### config.mk
export PLATFORM = sky130hd
export DESIGN_NAME = stack_transfer_unit
export DESIGN_NICKNAME = d
export VERILOG_FILES = /design/src/rtl/stack_transfer_pkg.sv /design/src/rtl/stack_transfer_unit_bit_finder.sv /design/src/rtl/stack_transfer_unit.sv
export SDC_FILE = /design/constraint.sdc
export NUM_CORES = 1
export LEC_CHECK = 0
export CAP_MARGIN = 20
export CORE_ASPECT_RATIO = 1.2
export CORE_MARGIN = 3
export CORE_UTILIZATION = 30
export CTS_CLUSTER_DIAMETER = 200
export CTS_CLUSTER_SIZE = 40
export DETAILED_ROUTE_END_ITERATION = 12
export SYNTH_ARGS = -nofsm -noshare
export SYNTH_HDL_FRONTEND = slang
export SYNTH_SLANG_ARGS = --single-unit
export TNS_END_PERCENT = 30
### constraint.sdc
create_clock -name fast_clock -period 4.71 [get_ports fast_clock]
set_input_delay 0.942 -clock fast_clock [delete_from_list [all_inputs] [get_ports fast_clock]]
set_output_delay 0.942 -clock fast_clock [all_outputs]
set_load 0.005 [all_outputs]
### src/rtl/stack_transfer_pkg.sv
// Shared types and constants for the PUSH/POP stack transfer sequencer.
package stack_transfer_pkg;

  typedef enum logic [2:0] {
    IDLE,
    CHECK,
    PUSH_SEL,
    PUSH_WR,
    POP_RD,
    POP_WAIT,
    POP_WB,
    DONE
  } state_t;

  localparam int unsigned SP_REG = 14;
  localparam int unsigned PC_REG = 15;

  function automatic logic [4:0] popcount16(input logic [15:0] v);
    logic [4:0] n;
    n = '0;
    for (int i = 0; i < 16; i++) begin
      n = n + 5'(v[i]);
    end
    return n;
  endfunction

endpackage

### src/rtl/stack_transfer_unit_bit_finder.sv
// Lowest-set-bit finder used to walk the remaining register list in ascending order.
module priority_bit_finder (
  input  logic [15:0] mask,
  output logic [3:0]  index,
  output logic        found
);

  // Descending loop so the lowest set bit is the last assignment and wins.
  always_comb begin
    index = '0;
    found = 1'b0;
    for (int i = 15; i >= 0; i--) begin
      if (mask[i]) begin
        index = 4'(i);
        found = 1'b1;
      end
    end
  end

endmodule

### src/rtl/stack_transfer_unit.sv
// Multi-cycle PUSH/POP sequencer moving a register list between the bank and a
// full-descending, word-addressed stack in data memory.
//
// state    | meaning
// IDLE     | waiting for start
// CHECK    | empty-list / overflow / underflow decision, load base pointer
// PUSH_SEL | reg_sel presented, bank read in flight
// PUSH_WR  | store one register word
// POP_RD   | issue one memory read
// POP_WAIT | down-count the memory read latency
// POP_WB   | hold write-back until the bank acknowledges
// DONE     | one-cycle completion pulse
module stack_transfer_unit
  import stack_transfer_pkg::*;
#(
  parameter int DATA_WIDTH       = 32,
  parameter int ADDR_WIDTH       = 32,
  parameter int MEM_READ_LATENCY = 1,
  parameter int STACK_TOP        = 8191
) (
  input  logic                  fast_clock,
  input  logic                  reset,
  input  logic                  start,
  input  logic                  is_pop,
  input  logic [15:0]           reg_list,
  input  logic [DATA_WIDTH-1:0] sp_in,
  output logic [3:0]            reg_sel,
  input  logic [DATA_WIDTH-1:0] reg_data,
  output logic [ADDR_WIDTH-1:0] mem_addr,
  output logic [DATA_WIDTH-1:0] mem_wdata,
  output logic                  mem_we,
  output logic                  mem_re,
  input  logic [DATA_WIDTH-1:0] mem_rdata,
  output logic                  wb_valid,
  output logic [3:0]            wb_reg,
  output logic [DATA_WIDTH-1:0] wb_data,
  input  logic                  wb_ack,
  output logic [DATA_WIDTH-1:0] new_sp,
  output logic                  busy,
  output logic                  done,
  output logic                  fault
);

  localparam logic [DATA_WIDTH:0] POP_LIMIT = (DATA_WIDTH+1)'(longint'(STACK_TOP) + 1);
  localparam logic [1:0]          WAIT_LOAD = 2'(MEM_READ_LATENCY - 1);

  state_t                  state;
  logic                    pop_q;
  logic [15:0]             mask_q;
  logic [DATA_WIDTH-1:0]   sp_q;
  logic [4:0]              count_q;
  logic [ADDR_WIDTH-1:0]   ptr;
  logic [3:0]              cur_idx;
  logic [1:0]              wait_cnt;
  logic [DATA_WIDTH-1:0]   result_sp;

  logic [3:0]              nxt_idx;
  logic                    nxt_found;
  logic [DATA_WIDTH-1:0]   count_ext;
  logic [DATA_WIDTH:0]     pop_end;
  logic                    push_fault;
  logic                    pop_fault;
  logic                    cur_special;
  logic [ADDR_WIDTH-1:0]   ptr_inc;
  logic [15:0]             nxt_onehot;

  // mask_q never contains the register currently being moved, so the finder
  // always points at the next one and found doubles as "more to do".
  priority_bit_finder u_finder (
    .mask  (mask_q),
    .index (nxt_idx),
    .found (nxt_found)
  );

  assign count_ext   = DATA_WIDTH'(count_q);
  assign pop_end     = {1'b0, sp_q} + (DATA_WIDTH+1)'(count_q);
  assign push_fault  = !pop_q && (count_ext > sp_q);
  assign pop_fault   = pop_q && (pop_end > POP_LIMIT);
  assign cur_special = (cur_idx == 4'(SP_REG)) || (cur_idx == 4'(PC_REG));
  assign ptr_inc     = ptr + 1'b1;
  assign nxt_onehot  = 16'b1 << nxt_idx;

  // Bank read data only becomes valid in PUSH_WR, so the store data bypasses the register stage.
  assign mem_wdata = mem_we ? reg_data : '0;

  always_ff @(posedge fast_clock) begin
    if (reset) begin
      state     <= IDLE;
      pop_q     <= 1'b0;
      mask_q    <= '0;
      sp_q      <= '0;
      count_q   <= '0;
      ptr       <= '0;
      cur_idx   <= '0;
      wait_cnt  <= '0;
      result_sp <= '0;
      reg_sel   <= '0;
      mem_addr  <= '0;
      mem_we    <= 1'b0;
      mem_re    <= 1'b0;
      wb_valid  <= 1'b0;
      wb_reg    <= '0;
      wb_data   <= '0;
      new_sp    <= '0;
      busy      <= 1'b0;
      done      <= 1'b0;
      fault     <= 1'b0;
    end else begin
      mem_we <= 1'b0;
      mem_re <= 1'b0;
      done   <= 1'b0;
      fault  <= 1'b0;
      case (state)
        IDLE: begin
          if (start) begin
            pop_q   <= is_pop;
            mask_q  <= reg_list;
            sp_q    <= sp_in;
            count_q <= popcount16(reg_list);
            busy    <= 1'b1;
            state   <= CHECK;
          end
        end
        CHECK: begin
          if (count_q == 5'd0 || push_fault || pop_fault) begin
            new_sp <= sp_q;
            done   <= 1'b1;
            fault  <= (count_q != 5'd0);
            state  <= DONE;
          end else begin
            cur_idx <= nxt_idx;
            mask_q  <= mask_q & ~nxt_onehot;
            if (pop_q) begin
              result_sp <= sp_q + count_ext;
              ptr       <= ADDR_WIDTH'(sp_q);
              mem_addr  <= ADDR_WIDTH'(sp_q);
              mem_re    <= 1'b1;
              state     <= POP_RD;
            end else begin
              result_sp <= sp_q - count_ext;
              ptr       <= ADDR_WIDTH'(sp_q - count_ext);
              reg_sel   <= nxt_idx;
              state     <= PUSH_SEL;
            end
          end
        end
        PUSH_SEL: begin
          mem_we   <= 1'b1;
          mem_addr <= ptr;
          state    <= PUSH_WR;
        end
        PUSH_WR: begin
          ptr <= ptr_inc;
          if (nxt_found) begin
            reg_sel <= nxt_idx;
            cur_idx <= nxt_idx;
            mask_q  <= mask_q & ~nxt_onehot;
            state   <= PUSH_SEL;
          end else begin
            new_sp <= result_sp;
            done   <= 1'b1;
            state  <= DONE;
          end
        end
        POP_RD: begin
          wait_cnt <= WAIT_LOAD;
          state    <= POP_WAIT;
        end
        POP_WAIT: begin
          if (wait_cnt != 2'd0) begin
            wait_cnt <= wait_cnt - 2'd1;
          end else if (!cur_special) begin
            wb_valid <= 1'b1;
            wb_reg   <= cur_idx;
            wb_data  <= mem_rdata;
            state    <= POP_WB;
          end else begin
            // SP/PC words are consumed without a write-back.
            ptr <= ptr_inc;
            if (nxt_found) begin
              cur_idx  <= nxt_idx;
              mask_q   <= mask_q & ~nxt_onehot;
              mem_addr <= ptr_inc;
              mem_re   <= 1'b1;
              state    <= POP_RD;
            end else begin
              new_sp <= result_sp;
              done   <= 1'b1;
              state  <= DONE;
            end
          end
        end
        POP_WB: begin
          if (wb_ack) begin
            wb_valid <= 1'b0;
            ptr      <= ptr_inc;
            if (nxt_found) begin
              cur_idx  <= nxt_idx;
              mask_q   <= mask_q & ~nxt_onehot;
              mem_addr <= ptr_inc;
              mem_re   <= 1'b1;
              state    <= POP_RD;
            end else begin
              new_sp <= result_sp;
              done   <= 1'b1;
              state  <= DONE;
            end
          end
        end
        DONE: begin
          busy  <= 1'b0;
          state <= IDLE;
        end
        default: state <= IDLE;
      endcase
    end
  end

endmodule
; ---- Word level (Yosys, flattened, before mapping)
; Index checks and enable logic that the tools add are counted.
[word_totals]
out_inout_bits = 142
memories = 0
romBits = 0
latch_bits = 0
elab_cells = 200
reg_bits = 237
mem_bits_rw = 0
[classes]
n_bitwise = 6
n_eq_ne = 20
n_reduce_logical = 30
n_mul = 0
div = 0
add_sub_neg = 20
n_shift = 1
order_cmp = 2
mux = 101
[op_table]
columns = operator, count
row1 = 32-bit two-way mux, 18
row2 = 32-bit case mux with 4 select lines, 3
row3 = 16-bit two-way mux, 6
row4 = 4-bit two-way mux, 24
row5 = 16-bit case mux with 5 select lines, 1
row6 = 5-bit by 1-bit adder with 5-bit output, 11
row7 = 32-bit by 5-bit adder with 33-bit output, 1
row8 = 33-bit by 14-bit greater-than comparator with 1-bit output (second input constant), 1
row9 = 32-bit by 1-bit adder with 32-bit output (second input constant), 1
row10 = 32-bit by 5-bit adder with 32-bit output, 1
row11 = 5-bit by 32-bit greater-than comparator with 1-bit output, 1
row12 = 1-bit two-way mux, 32
row13 = 32-bit by 5-bit subtractor with 32-bit output, 1
row14 = 3-bit case mux with 8 select lines, 1
row15 = 2-bit != test (second input constant), 11
row16 = 3-bit two-way mux, 6
row17 = 16-bit AND, 1
row18 = 16-bit NOT, 1
row19 = 4-bit case mux with 4 select lines, 1
row20 = 1-bit by 4-bit << shifter with 16-bit output (first input constant), 1
row21 = 3-bit equality test (second input constant), 4
row22 = 6-bit AND reduction, 2
row23 = 5-bit AND reduction, 2
row24 = 2-bit nonzero test, 5
row25 = other kinds (26), 44

; ---- Longest topological paths before layout
; Gate-level depths: netlist of the first run.
[depth]
word_depth = 23
depth_mapped = 15
depth_no_buf = 12

; ---- Cells and area by module
; From an unflattened synthesis of the first run, not the netlist that was laid out.
[hier_totals]
cells_unflattened = 1856
area_unflattened_um2 = 13865.8
[by_module_without_submodules]
columns = mod, area_each_um2, seq_area_each_um2, cells_each, n_inst
row1 = stack_transfer_unit, 13686.9, 4744.6, 1823, 1
row2 = priority_bit_finder, 178.9, 0.0, 33, 1

; ---- Least setup slack after synthesis of the first run
; No wires, ideal clock.
[synth_path]
kind = in2reg
from = in reg_list[0]
to = reg count_q[2]
path_stages = 12
path_buffers = 0
setup_slack_ns = 0.765
arrival_ns = 3.874
path_cell_list = fa_1 -> inv_1 -> fa_1 -> fa_1 -> fa_1 -> inv_1 -> ha_1 -> inv_1 -> fa_1 -> xnor2_1 -> nand2_1 -> a21oi_1
[synth_via]
elab_chain_len = 15
[synth_rtl]
columns = item, line
row1 = "start, declared", stack_transfer_unit.sv:25  ; input logic [15:0] reg_list,
row2 = 1-bit by 1-bit adder with 2-bit output, stack_transfer_pkg.sv:22  ; n = n + 5'(v[i]);
row3 = 2-bit by 1-bit adder with 3-bit output, stack_transfer_pkg.sv:22
row4 = 3-bit by 1-bit adder with 4-bit output, stack_transfer_pkg.sv:22
row5 = 4-bit by 1-bit adder with 5-bit output, stack_transfer_pkg.sv:22
row6 = 5-bit by 1-bit adder with 5-bit output (11 in a row), stack_transfer_pkg.sv:22
row7 = "end signal, assigned", stack_transfer_unit.sv:119  ; count_q <= popcount16(reg_list);
row8 = "end, declared", stack_transfer_unit.sv:51  ; logic [4:0] count_q;
; Every way passes these cells.
; A chain may end at the register's enable or synchronous reset.

; ---- Worst setup path in the final report of the first run
[layout_path]
from = reg count_q[3]
to = reg ptr[23]
[layout_via]
elab_chain_len = 6
word_cells_on_any_way = 14
cone_classes = add/sub: 2 / order compare: 2 / eq/ne: 1 / mux: 3 / reduce/logical: 6
[layout_rtl]
columns = item, line
row1 = 32-bit by 5-bit adder with 33-bit output or 5-bit by 32-bit greater-than comparator with 1-bit output (tied branches), "stack_transfer_unit.sv:76, stack_transfer_unit.sv:77"
row2 = 33-bit by 14-bit greater-than comparator with 1-bit output or 1-bit logical AND (tied branches), "stack_transfer_unit.sv:78, stack_transfer_unit.sv:77"
row3 = 1-bit logical AND or 1-bit logical OR (tied branches), "stack_transfer_unit.sv:78, stack_transfer_unit.sv:125"
row4 = 1-bit logical OR, stack_transfer_unit.sv:125  ; if (count_q == 5'd0 || push_fault || pop_fault) begin
row5 = 2-bit != test (no source line), --
row6 = 5-bit AND reduction (no source line), --
row7 = "end signal, assigned", stack_transfer_unit.sv:135  ; ptr <= ADDR_WIDTH'(sp_q);
row8 = "end signal, assigned", stack_transfer_unit.sv:141  ; ptr <= ADDR_WIDTH'(sp_q - count_ext);
row9 = "end signal, assigned", stack_transfer_unit.sv:153  ; ptr <= ptr_inc;
row10 = "end, declared", stack_transfer_unit.sv:52  ; logic [ADDR_WIDTH-1:0] ptr;
; Parallel ways exist; a longest one is shown, timed or not. The select of a mux whose other input is x is not followed.

==> results of run 1 <==
==> cells in the mapped netlist (13+ instances only) <==
cell	instances
mux2i_1	35
nand4_1	13
nor2b_1	17
and2_1	41
xnor2_1	45
and3_1	14
or3_1	16
dfxtp_1	237
a221oi_1	16
buf_2	13
a311oi_2	18
o21ai_0	53
nand3_1	32
a311oi_1	25
nor4_1	26
ha_1	17
nand2_1	284
a31oi_1	20
clkbuf_1	119
a21oi_1	156
a211oi_1	43
nor3_1	47
inv_1	42
xor2_1	31
nor2_1	199
==> power breakdown <==
part | internal, mW | switching [mW]
logic | 2.57 | 3.95
clock network | 0.352 | 0.654
registers | 2.58 | 0.547
total | 5.50 | 5.15
==> final cells by class <==
cell class | count | area (um^2) | share of cell area (%)
clock inverters | 1 | 5.00 | 0.0290
repair buffers | 318 | 3100 | 17.9
multi-input cells | 1353 | 8290 | 48.0
inverters | 42 | 158 | 0.912
well taps | 609 | 762 | 4.41
clock buffers | 9 | 225 | 1.30
flip-flops and latches | 237 | 4740 | 27.5
==> cell usage in the layout (no fill, tap or decap), types with 11 or more instances in the layout <==
master           netlist  layout
a221oi_1              16      16
a311oi_1              25      25
nor3_1                47      46
dfxtp_1              237     237
nor2b_1               17      17
nand4_1               13      13
a211oi_1              43      43
nor2_1               199     198
clkdlybuf4s50_1        0     257
a311oi_2              18      18
nand2_1              284     284
mux2i_1               35      35
fa_1                  12      12
and4_1                12      12
nand3_1               32      32
a222oi_1              12      12
ha_1                  17      17
or3_1                 16      15
nor4_1                26      26
o311ai_0              12      12
buf_4                  6      54
and3_1                14      14
a31oi_1               20      18
xor2_1                31      31
o211ai_1              11      11
and2_1                41      41
a21oi_1              156     154
o21ai_0               53      52
xnor2_1               45      45
inv_1                 42      42
o21ai_1               12      13
==> logic make-up (layout without fill, tap and decap cells) <==
family	Yosys count	count (layout)	synth area share (%)
DFF	237	237	34.4
AOI/OAI and AO/OA	480	480	24.6
muxes	36	36	2.62
adders and majority gates	29	29	3.28
xor gates and xnor gates	76	76	4.82
buffers and inverters	197	370	5.98
and+or+nand+nor	732	732	24.3
==> final timing paths <==
kind / cells past startpoint / slack [ps] / end / startpoint
worst max register to register: 14 / 340 / ptr[23] / count_q[3]
worst max-delay path: 14 / 340 / ptr[23] / count_q[3]
worst min register to register: 2 / 460 / wb_data[14] / wb_data[14]
worst min-delay path: 2 / 460 / wb_data[14] / wb_data[14]
==> worst min-delay path, cell delays in order, from the launching register on <==
cell	delay, ps
dfxtp_1	340
nand2_1	50
a21oi_1	50
==> per-layer routing <==
| layer | GRT usage [%] | wire length (um) |
|---|---|---|
| met1 | 24.5 | 20700 |
| met2 | 33.2 | 24100 |
| met3 | 2.52 | 2830 |
| met4 | 5.88 | 1490 |
| met5 | 0 | 7 |
==> per-stage QoR <==
step,util [%],cell area (um^2),cells
2_1_floorplan,-,13800,1787
3_3_place_gp,37.7,17000,2558
3_5_place_dp,37.7,17000,2558
4_1_cts,38.2,17300,2568
5_1_grt,38.2,17300,2569
6_report,38.2,17300,2569
==> results.py, run 1 <==
metrics = {
    "sta": {
        "rsz0062_at_grt": "no",
        "hold_viol": 0,
        "min_period_over_period_pct": 92.8,
        "period_minus_slack_ps": 4370,
        "tightestPinTransition_ps": 1030,
        "fmax_mhz": 229,
        "finClkSkew_ps": 25.1,
        "maxSlewViolCount": 0,
        "finalSetupTns_ps": 0,
        "slew_headroom_pct": 30.7,
        "fin_hold_ws_ps": 464,
        "final.setup.worst_slack_ps": 338,
        "setup_viol": 0,
    },
    "floorplan": {
        "fp.dieArea_um2": 48600,
        "die_h_um": 241,
        "std_cell_rows": 85,
        "core_um2": 45200,
        "start_util_pct": 30.5,
        "io_pins": 259,
        "fp.dieW_um": 202,
    },
    "clock_tree": {
        "cts-htree-levels": 1,
        "cts_made_buffers": 9,
        "cts_buffer_depth": 3,
        "clkLatencyLatePin_ps": 520,
        "cts_sinks": 237,
        "post_cts_buffers": 0,
        "clk_pin_slew_ps": 150,
        "ctsHoldBuffers": 0,
        "postCtsResizedCells": 0,
        "cts_root_buf": "clkbuf_16",
        "tritoncts": "done",
    },
    "worst_setup_path": {
        "worst_ep_arrival_time_ps": 4770,
        "path_class": "reg2reg",
        "crit_path_start_kind": "flop",
        "critPathCaptureType": "flop",
        "crit_top_cell": "buf_4",
        "max_stage_delay_ps": 620,
        "cp_slowest_cell": "a21boi_0",
        "crit_fanout": 23,
        "crit_chain": "inv_1, ha_1, nor2_1, o211ai_1, a21boi_0, mux2i_1, a31oi_1, o41ai_2, buf_4, a211oi_4, buf_12, buf_4, o311ai_0, o21ai_0",
        "worst-path-buf-inv": 4,
        "crit_required_ps": 5110,
        "cp_top_family": "compound AO/OA/AOI/OAI gates",
    },
    "synthesis": {
        "synth_flop_cell": "dfxtp_1",
        "syn_area_um2": 13800,
        "synth_area_leaders": "dfxtp_1, nand2_1, a21oi_1, nor2_1, clkbuf_1",
        "ys_seq_elements": 237,
        "yosysSeqAreaShare_pct": 34.4,
        "syn_area_per_cell_um2": 7.73,
        "async_flop_share_pct": 0,
        "synthDominantCellAreaShare_pct": 34.4,
        "syn_nets": 1933,
        "ys_warn_count": 0,
        "yosysTopAreaCell": "dfxtp_1",
        "synth_cell_types": 82,
        "syn_inst": 1787,
        "synth_edf_count": 0,
    },
    "grt": {
        "grt_max_degree": 158,
        "overflow": 0,
        "antenna_found_initial": 1,
        "grt_pass1_vias": 13300,
        "grt_use_total_pct": 19.0,
        "grt_pass1_wl_um": 75800,
    },
    "placement": {
        "dp.final_hpwl_um": 35500,
        "port_buffers": 258,
        "gp_congestion": 0.921,
        "dp_slack_ps": 82.5,
    },
    "layout": {
        "drive_gt1_share_pct": 6.48,
        "final_nets": 2107,
        "n_fill_cell": 4707,
        "diodes": 0,
        "area_growth_pct": 25.2,
    },
    "pwr": {
        "power.total_mw": 10.7,
        "power_density_nw_per_um2": 616,
        "vdd_drop_max_uv": 375,
        "leakagePower_nw": 6.03,
    },
    "detailed_routing": {
        "vias": 14000,
        "first_pass_iters": 5,
        "route.detailed.drc": 0,
        "ant_nets": 0,
        "avgViaCountPerCell": 5.45,
        "avgRoutedWirePerCell_um": 19.1,
        "wl_um": 49100,
        "drtIter0Drc": 1106,
    },
    "job": {
        "drv_cap": 0,
    },
    "outcome": {
        "status": "complete, no violations",
    },
    "worst_hold_path": {
        "worst_hold_path_type": "reg2reg",
    },
}
Note: power is estimated with default switching activity, not from simulation.
==> inputs of run 2 (changes only) <==
clock period = 3.7 ns   (was 4.71 ns; I/O delays follow)
==> run 2 against run 1 <==
  * Register-to-register slack worse by 320 ps
  * Critical path depth is 1 lower
  * Count of clock-buffer cells in the layout stayed put
  * Critical path type unchanged
  * Critical endpoint is now result_sp[21]
  * Largest power group unchanged
==> results.py, run 2 (synthesis gave the netlist of run 1 again) <==
metrics = {
    "clock_tree": {
        "tritoncts": "done",
        "cts-htree-levels": 1,
        "clk_pin_slew_ps": 150,
        "ctsHoldBuffers": 0,
        "cts_sinks": 237,
        "clkLatencyLatePin_ps": 510,
        "cts_buffer_depth": 3,
        "cts_made_buffers": 9,
        "cts_root_buf": "clkbuf_16",
    },
    "sta": {
        "tightestPinTransition_ps": 923,
        "rsz0062_at_grt": "yes",
        "fmax_mhz": 272,
        "fin_hold_ws_ps": 463,
        "min_period_over_period_pct": 99.5,
        "finClkSkew_ps": 26.3,
        "period_minus_slack_ps": 3680,
        "setup_viol": 0,
        "finalSetupTns_ps": 0,
        "slew_headroom_pct": 38.5,
        "final.setup.worst_slack_ps": 17.8,
        "maxSlewViolCount": 0,
        "hold_viol": 0,
    },
    "grt": {
        "grt_max_degree": 78,
        "grt_pass1_vias": 13600,
        "antenna_found_initial": 0,
        "overflow": 0,
        "grt_use_total_pct": 19.8,
        "grt_pass1_wl_um": 78200,
    },
    "placement": {
        "placed_area_um2": 17700,
        "gp_congestion": 0.929,
        "dp_slack_ps": -660,
        "placed_cells_incl_taps": 2642,
        "port_buffers": 258,
        "dp.final_hpwl_um": 36900,
    },
    "floorplan": {
        "std_cell_rows": 85,
        "core_um2": 45200,
        "io_pins": 259,
        "start_util_pct": 30.5,
        "die_h_um": 241,
        "fp.dieArea_um2": 48600,
        "fp.dieW_um": 202,
    },
    "pwr": {
        "sequentialPowerShare_pct": 25.6,
        "comb_power_share_pct": 66.1,
        "leakagePower_nw": 6.74,
        "power_density_nw_per_um2": 827,
        "sw_frac_of_total_pct": 47.3,
        "p_int_mw": 8.13,
        "vdd_drop_max_uv": 494,
        "p_switching_mw": 7.31,
        "power.total_mw": 15.4,
        "clkPwrFrac_pct": 8.4,
    },
    "layout": {
        "final_nets": 2211,
        "layout_commonest_cell": "nand2_1",
        "fin_area_um2": 18700,
        "layout_common_cells": "nand2_1, clkdlybuf4s50_1, dfxtp_1, nor2_1, a21oi_1",
        "instances_no_fill": 2673,
        "diodes": 0,
        "fin_util_pct": 41.3,
        "area_growth_pct": 35.2,
        "drive_gt1_share_pct": 13.8,
    },
    "outcome": {
        "status": "complete, no violations",
    },
    "detailed_routing": {
        "first_pass_iters": 6,
        "avgViaCountPerCell": 5.41,
        "avgRoutedWirePerCell_um": 19.7,
        "route.detailed.drc": 0,
        "wl_um": 52700,
        "drtIter0Drc": 1143,
        "ant_nets": 0,
        "vias": 14500,
    },
    "worst_setup_path": {
        "critPathCaptureType": "flop",
        "crit_required_ps": 4080,
        "crit_path_start_kind": "flop",
        "crit_fanout": 8,
        "worst_ep_arrival_time_ps": 4070,
        "path_class": "reg2reg",
    },
    "worst_hold_path": {
        "worst_hold_path_type": "reg2reg",
    },
    "job": {
        "drv_cap": 0,
    },
}
run 2: changes by cell type in the layout (fill, tap and decap cells not counted), sizes merged:
cell,change
dlymetal6s2s,+1
dlygate4sd2,+8
bufbuf,+1
clkdlybuf4s50,-9
clkbuf,+4
buf,+99
run 2: critical path: stages, from the launching register on:
cell and delay [ps]:
dfxtp_2 380, inv_4 50, ha_4 160, or4_4 420
or3_4 360, nand4bb_4 270, or3_4 370, o2111ai_4 220
nor4_4 110, buf_6 160, a31oi_4 500, clkbuf_16 280
mux2i_1 200, nor2_1 60
run 2: what timing repair did:
item / CTS / global route
buffers inserted: 5 / 6
hold endpoints to repair: 0 / 0
setup endpoints to repair: 134 / 147
pin swaps: 14 / 27
gates cloned: 3 / 7
resized for setup: 30 / 81
run 2: per-layer routing:
layer	wire length (um)	track usage [%]
met4	1300	5.86
met3	3000	2.17
met1	22800	26.2
met5	0	0
met2	25600	34.3
run 2: area by class of cell:
type,instances,area (um^2)
Inverter,42,160
Timing Repair Buffer,422,4130
Sequential cell,237,4750
Clock buffer,9,225
Multi-Input combinational cell,1353,8620
Fill cell,4583,26500
Tap cell,609,762
Clock inverter,1,5.00
run 2: power by group through the flow:
stage	registers [mW]	logic, mW	clock network, mW
after floorplan	3.80	5.49	0
after global placement	3.97	8.85	0
after detailed placement	3.99	8.94	0
after CTS	3.93	9.46	1.34
after global routing	4.05	11.0	1.40
final	3.95	10.2	1.29
run 2: final timing paths:
| check | startpoint | endpoint | slack (ps) | cells past startpoint |
|---|---|---|---|---|
| min | wb_data[23] | wb_data[23] | 460 | 2 |
| max reg2reg | count_q[4] | result_sp[21] | 20 | 13 |
| max | count_q[4] | result_sp[21] | 20 | 13 |
| min reg2reg | wb_data[23] | wb_data[23] | 460 | 2 |
==> edit, RTL diff (settings of run 2) <==
Change the parameter `DATA_WIDTH` from 32 to 64.
--- a/src/rtl/stack_transfer_unit.sv
+++ b/src/rtl/stack_transfer_unit.sv
@@ -13,7 +13,7 @@
 module stack_transfer_unit
   import stack_transfer_pkg::*;
 #(
-  parameter int DATA_WIDTH       = 32,
+  parameter int DATA_WIDTH       = 64,
   parameter int ADDR_WIDTH       = 32,
   parameter int MEM_READ_LATENCY = 1,
   parameter int STACK_TOP        = 8191
Ports: changed (6 resized); port bits go from 259 to 451. No check against the original RTL was run, so the function may have changed too.
==> edit against run 2 <==
Final cell count grew 58%. Critical path type unchanged. Power grew 43%. Critical path depth grew 3. Largest power group unchanged. Non-clock buffer count grew 371. Die area grew 50%. Final area grew 62%. The run now ends with setup timing left. Wire length grew 64%. Sequential share of layout area shrank 1.2 points. Worst setup slack lost 0.24 ns. Area after synthesis grew 52%. Sequential cell count grew 128.
==> edit: results (changes against run 2) <==
power_and_ir_drop:
  clock_power_w: 0.00199  # +54%
  comb-power_w: 0.0142  # +39%
  ir_drop_mv: 0.416  # -16%
  switchingPower_w: 0.00999  # +37%
  swShare: 0.453  # -0.0207
detailed_routing:
  via_count: 22600  # +56%
  wl_um: 86100  # +64%
  drt-initial-drc-count: 1757  # +54%
  vias_per_cell: 5.34  # -1.5%
  top_layer: "met5"
  wl_met2_um: 41100  # +61%
clock_tree:
  postCtsSetupRepairBufs: 11  # +6
  clk_latency_ns: 0.56  # +0.05 ns
  cts_buffers: 13  # +4
  cts_resized: 108  # +260%
logic_synthesis:
  syn_nets: 3016  # +56%
  ys_top_cells_by_count: "nand2_1 (533), a21oi_1 (377), dfxtp_1 (365), clkbuf_1 (198), nor2_1 (139)"
  netlist_instances: 2774  # +55%
  synth-compound-area-share: 0.241  # -0.00581
  seq_area_frac_synth: 0.349  # +0.00492
  synth_fa_ha_area_frac: 0.0216  # -0.0112
outcome:
  outcome: "complete, but fails checks"
  violations: "setup timing"
grt:
  grt_pass1_vias: 21200  # +55%
  grt.total_usage: 0.215  # +0.0174
  met2_usage: 0.366  # +0.0237
  grt_start_max_net_pins: 147  # +88%
  use_met1: 0.282  # +0.0208
  antenna_found_initial: 1  # +1
placed_design:
  place_area_um2: 28100  # +59%
  place_inst: 4165  # +58%
  globalplace.congestion: 0.913  # -1.8%
  io_buffers: 450  # +74%
sta:
  clock-skew-final_ns: 0.0759  # +0.0496 ns
  finalSetupViolCount: 212  # +212
  setup_tns_ns: -24.13  # -24.13 ns
  tightest_slew_ns: 0.875  # -0.0477 ns
  timing.final.ws_setup_ns: -0.221  # -0.239 ns
cells_and_area:
  nNetsFinal: 3563  # +61%
  drive_gt1_frac: 0.173  # +0.0345
setup_path:
  arrival_ns: 4.42  # +0.35 ns
  reg2reg_to: "cur_idx[2]"
  r2r_cells: 16  # +3
hold_path:
  hold_end: "result_sp[26]"
edit: changes by cell type in the layout (fill, tap and decap cells not counted), sizes merged, moves of 24 or more:
cell and change:
nor2 -61, a311oi +47, nand2 +250, nor3 +24, a21oi +222, and2 +35
xnor2 +26, dfxtp +128, clkdlybuf4s50 +198, buf +177, nand3 +28, mux2i +37
o31ai +29, o21ai +37
edit: final cells by class:
cell class	instances	area, um2
timing repair buffer	793	7800
fill	6984	38700
multi-input combinational	2095	13300
inverter	53	201
tap	909	1140
sequential	365	7330
clock buffer	13	325
clock inverter	1	30.0
edit: critical path: stages, from the launching register on:
cell and delay (ns):
dfxtp_2 0.37, ha_4 0.16, fa_2 0.38, nand2b_4 0.10, a211oi_4 0.09, o2111a_1 0.29
buf_12 0.15, buf_6 0.11, or3_1 0.30, o21ai_1 0.09, nand4_1 0.20, or4_4 0.60
o21a_1 0.23, buf_12 0.16, buf_6 0.15, or3_1 0.34, a21oi_1 0.12
